**src/rtl/vermibus_arbiter.sv**
```systemverilog
// Two-requester round-robin arbiter onto a single device bus, with a per-transfer wait timeout.
// Latency: grant one cycle after valid in IDLE; the completion pulse lands in the same cycle as m_ready.
// Backpressure: a granted requester is stalled by m_ready; the other waits in arbitration.
module vermibus_arbiter #(
    parameter int TIMEOUT_CYCLES = 256
) (
    input  logic        clk,
    input  logic        reset,
    input  logic        s0_valid,
    input  logic [31:0] s0_address,
    input  logic [3:0]  s0_wstrobe,
    input  logic [31:0] s0_wdata,
    output logic        s0_ready,
    output logic [31:0] s0_rdata,
    input  logic        s1_valid,
    input  logic [31:0] s1_address,
    input  logic [3:0]  s1_wstrobe,
    input  logic [31:0] s1_wdata,
    output logic        s1_ready,
    output logic [31:0] s1_rdata,
    output logic        m_valid,
    output logic [31:0] m_address,
    output logic [3:0]  m_wstrobe,
    output logic [31:0] m_wdata,
    input  logic        m_ready,
    input  logic [31:0] m_rdata,
    output logic        timeout_error,
    input  logic        error_clear,
    output logic        grant_id
);

    localparam int CW = (TIMEOUT_CYCLES > 0) ? $clog2(TIMEOUT_CYCLES + 1) : 1;

    localparam logic [1:0] IDLE  = 2'd0;
    localparam logic [1:0] BUSY0 = 2'd1;
    localparam logic [1:0] BUSY1 = 2'd2;

    logic [1:0]    state;
    logic [1:0]    state_nxt;
    logic          last_grant;
    logic [CW-1:0] wait_cnt;

    logic busy;
    logic sel;
    logic sel_valid;
    logic done;
    logic timeout_hit;
    logic finish;
    logic abort;

    assign busy      = (state == BUSY0) || (state == BUSY1);
    assign sel       = (state == BUSY1);
    assign sel_valid = sel ? s1_valid : s0_valid;

    // The timeout fires once the counter has recorded TIMEOUT_CYCLES unanswered cycles;
    // an m_ready in that same cycle still completes normally.
    assign done        = busy && sel_valid && m_ready;
    assign timeout_hit = (TIMEOUT_CYCLES != 0) && busy && sel_valid && !m_ready
                         && (wait_cnt == CW'(TIMEOUT_CYCLES));
    assign finish      = done || timeout_hit;
    assign abort       = busy && !sel_valid;

    always_comb begin
        state_nxt = state;
        case (state)
            IDLE: begin
                if (s0_valid && s1_valid) begin
                    state_nxt = last_grant ? BUSY0 : BUSY1;
                end else if (s0_valid) begin
                    state_nxt = BUSY0;
                end else if (s1_valid) begin
                    state_nxt = BUSY1;
                end
            end
            BUSY0, BUSY1: begin
                if (abort || finish) begin
                    state_nxt = IDLE;
                end
            end
            default: state_nxt = IDLE;
        endcase
    end

    always_ff @(posedge clk or negedge reset) begin
        if (!reset) begin
            state         <= IDLE;
            last_grant    <= 1'b1;
            wait_cnt      <= '0;
            timeout_error <= 1'b0;
        end else begin
            state <= state_nxt;
            if (finish) begin
                last_grant <= sel;
            end
            // Every BUSY state is entered from IDLE, so holding zero there clears it on entry.
            if (!busy) begin
                wait_cnt <= '0;
            end else if (!m_ready && (wait_cnt != '1)) begin
                wait_cnt <= wait_cnt + 1'b1;
            end
            if (timeout_hit) begin
                timeout_error <= 1'b1;
            end else if (error_clear) begin
                timeout_error <= 1'b0;
            end
        end
    end

    assign m_valid   = busy && sel_valid;
    assign m_address = !busy ? 32'd0 : (sel ? s1_address : s0_address);
    assign m_wstrobe = !busy ? 4'd0  : (sel ? s1_wstrobe : s0_wstrobe);
    assign m_wdata   = !busy ? 32'd0 : (sel ? s1_wdata   : s0_wdata);

    assign s0_ready = (state == BUSY0) && finish;
    assign s1_ready = (state == BUSY1) && finish;
    assign s0_rdata = ((state == BUSY0) && done) ? m_rdata : 32'd0;
    assign s1_rdata = ((state == BUSY1) && done) ? m_rdata : 32'd0;

    assign grant_id = busy ? sel : last_grant;

endmodule

```
**config.mk**
```make
export PLATFORM = sky130hd
export DESIGN_NAME = vermibus_arbiter
export DESIGN_NICKNAME = d
export VERILOG_FILES = /design/src/rtl/vermibus_arbiter.sv
export SDC_FILE = /design/constraint.sdc
export NUM_CORES = 1
export LEC_CHECK = 0
export BUFFER_PORTS_ARGS = -buffer_cell sky130_fd_sc_hd__buf_4
export CAP_MARGIN = 20
export CORE_AREA = 2 2 120 122
export CTS_BUF_LIST = sky130_fd_sc_hd__clkbuf_8 sky130_fd_sc_hd__clkbuf_16
export DETAILED_ROUTE_END_ITERATION = 8
export DIE_AREA = 0 0 122 124
export PLACE_DENSITY = 0.47
export SETUP_SLACK_MARGIN = 0.3
export SLEW_MARGIN = 15
export SYNTH_ARGS = -nofsm -noshare
export SYNTH_HDL_FRONTEND = slang
export SYNTH_SLANG_ARGS = --single-unit
export TNS_END_PERCENT = 1
```
**constraint.sdc**
```tcl
create_clock -name clk -period 5.1 [get_ports clk]
set_clock_uncertainty 0.1 [all_clocks]
set_input_delay 0 -clock clk [delete_from_list [all_inputs] [get_ports clk]]
set_output_delay 0 -clock clk [all_outputs]
set_load 0.03 [all_outputs]
```
==> impl_metrics.py <==
metrics = {
    "grt": {
        "grt_pass1_wl_microns": 14400,
        "grt.total_usage_pct": 11.7,
        "grt_remaining_overflow": 0,
        "grt_max_degree": 47,
        "grt_pass1_vias": 2939,
        "antenna_found_initial": 0,
    },
    "clock_tree": {
        "clk_pin_slew_ns": 0.04,
        "cts_tree": "yes",
        "post_cts_buffers": 0,
        "cts_sinks": 13,
        "cts_htree_levels": 1,
        "root_buffer": "clkbuf_16",
        "clk_path_buf_depth": 2,
        "cts-buffers-inserted": 3,
        "post_cts_resized": 0,
        "clock_latency_ns": 0.24,
    },
    "drt": {
        "wl_per_cell_microns": 13.4,
        "via_count": 3209,
        "dr.pass1.iters": 3,
        "avgViaCountPerCell": 4.09,
        "drtIter0Drc": 104,
        "drt_wl_total_microns": 10500,
        "drc": 0,
        "ant_nets": 0,
    },
    "timing": {
        "fin_crit_sh_pct": 50.7,
        "fin_crit_ns": 2.58,
        "layout_setup_ws_ns": 2.52,
        "rsz0062_at_grt": "false",
        "fin_hold_ws_ns": 0.0501,
        "max-slew-margin-rel_pct": 46.7,
        "clock.fmax_ghz": 0.387,
        "setup_violations": 0,
        "tightest_slew_ns": 0.800,
        "hold_viol": 0,
        "report.final.slew_viol_count": 0,
        "setup_tns_ns": 0,
    },
    "floorplan": {
        "die_w_microns": 122,
        "die-area_sq_um": 15100,
        "initial_utilization_pct": 16.4,
        "ios": 311,
        "rows": 43,
        "core-area_sq_um": 13700,
        "die_y_microns": 124,
    },
    "finish": {
        "drive_gt1_share_pct": 53.9,
        "nets": 786,
        "finalInstanceArea_sq_um": 4850,
        "mostFrequentLayoutCells": "buf_4 (312), nor2_1 (76), mux2i_1 (69), and2_1 (66), dfrtp_1 (12)",
        "final_util_pct": 35.3,
        "final_common_cell": "buf_4",
        "antenna_cells": 0,
        "fillers": 1446,
        "area_delta_synth_final_pct": 116,
        "fin_cells": 785,
    },
    "logic_synthesis": {
        "synth_cells": 305,
        "synth.distinct_cells": 35,
        "synth-seq-cells": 13,
        "netlist_area_sq_um": 2240,
        "syn_nets": 485,
        "syn_area_per_cell_sq_um": 7.36,
        "yosysSeqAreaShare_pct": 14.5,
        "ys_warn_count": 0,
    },
    "placed_design": {
        "placed_cells": 775,
        "hpwl_microns": 8850,
        "place.gp.congestion": 0.785,
        "io_buffers": 310,
        "post-place-ws_ns": 2.69,
        "placed_area_sq_um": 4710,
    },
    "run": {
        "drv_cap": 0,
    },
    "critical_path": {
        "crit_top_cell": "buf_4",
        "slowest_delay_ns": 0.68,
        "crit_fanout": 46,
        "cpMaxStageDelayCell": "buf_4",
        "required_ns": 5.00,
        "arrival_ns": 2.48,
        "critical_path_class": "reg2out",
        "critPathLaunchType": "flop",
        "end_kind": "output port",
        "worstPathCellList": "inv_1, ha_4, buf_4, mux2i_1, nor2_1, buf_4",
    },
    "power": {
        "pwr_density_cell_nw_per_um2": 511,
        "ir_drop_mv": 0.261,
        "power_mw": 2.48,
        "p_leak_nw": 2.58,
    },
    "min_path": {
        "hp-class": "in2async",
    },
    "outcome": {
        "status": "completed",
    },
}
[path summary, 6_finish.rpt]
kind | start | endpoint | slack (ns) | cells after the start
min in group clk | m_ready | wait_cnt[1] | 0.07 | 4
worst min-delay path | reset | wait_cnt[8] | 0.05 | 2
worst max-delay path | state[0] | m_address[12] | 2.52 | 6
max in group asynchronous | reset | last_grant | 4.61 | 2
worst min register to register | wait_cnt[5] | wait_cnt[5] | 0.47 | 2
worst max register to register | state[0] | timeout_error | 2.71 | 6
[flip-flops by register name, summed over array words and instances (netlist names)]
name and cells:
wait_cnt 9, state 2, last_grant 1, timeout_error 1
[routing by layer]
| layer | routed length [microns] | share of wire, % | global-route usage [%] | up-vias |
|---|---|---|---|---|
| met5 | 0 | 0 | 0 | - |
| met4 | 61 | 0.58 | 2.16 | 0 |
| met3 | 986 | 9.4 | 1.79 | 4 |
| met2 | 5750 | 55 | 23.6 | 182 |
| met1 | 3710 | 35 | 12.9 | 1420 |
| li1 | - | - | - | 1603 |
[Yosys cell counts]
master     count  share of area, %
mux2_1         1              0.50
and3_4         1              0.50
inv_1          7               1.2
and4_1         1              0.39
xnor2_1        1              0.39
o21ai_0        3              0.67
o211ai_1       1              0.33
nor4_2         1              0.56
nand2b_1       1              0.28
mux2_2         1              0.50
nand3_1        1              0.22
nand2_1        9               1.5
o22ai_1        2              0.56
mux2i_1       69                31
buf_1          1              0.17
and4bb_2       1              0.56
and3_1         2              0.56
buf_4          1              0.33
o32ai_1        1              0.39
ha_1           6               3.3
nand2b_2       1              0.39
xor2_1         5               2.0
a21oi_1        5               1.1
dfstp_2        1               1.2
or4_1          1              0.33
nor2_1        76                13
and2_1        66                18
nor2_2         1              0.28
buf_2          7               1.6
a2111oi_2      1              0.67
dfrtp_1       12                13
nand4_1        3              0.84
buf_6          3               1.5
clkbuf_1      10               1.7
inv_2          2              0.33
[area by class of cell]
| class | count | area (sq um) | share of cell area (%) |
|---|---|---|---|
| flip-flops and latches | 13 | 327 | 6.74 |
| clock buffers | 3 | 75.1 | 1.55 |
| inverters | 9 | 33.8 | 0.697 |
| repair buffers | 318 | 2400 | 49.6 |
| clock inverters | 1 | 3.75 | 0.0775 |
| multi-input cells | 261 | 1780 | 36.7 |
| well taps | 180 | 225 | 4.65 |
[cell families after synthesis]
logic type | after synthesis | share of synthesized area, %
XOR/XNOR | 6 | 2.34
buffers and inverters | 31 | 6.74
flip-flops | 13 | 14.5
AND/OR/NAND/NOR | 165 | 37.5
adder cells (fa/ha/maj) | 6 | 3.34
AO/OA/AOI/OAI | 13 | 3.73
multiplexers | 71 | 31.8
[timing repair]
item | in CTS | in global routing
hold buffers | 6 | 0
setup endpoints to repair | 0 | 0
hold endpoints to repair | 16 | 0
[where the power goes]
| part | leakage [nW] | total [mW] | switching (mW) | internal (mW) |
|---|---|---|---|---|
| Combinational | 2.37 | 2.19 | 1.37 | 0.820 |
| Sequential | 0.175 | 0.138 | 0.0146 | 0.123 |
| Clock | 0.0423 | 0.146 | 0.0422 | 0.103 |
| Total | 2.58 | 2.48 | 1.43 | 1.05 |
[worst max-delay path, delay by kind of cell, from the launching register on]
kind / cells / cell delay [ns]
buf+inv: 3 / 1.00
fa+ha+maj: 1 / 0.45
flops: 1 / 0.37
mux: 1 / 0.29
simple gates: 1 / 0.06
No activity file was read; power rests on OpenSTA's default activity.
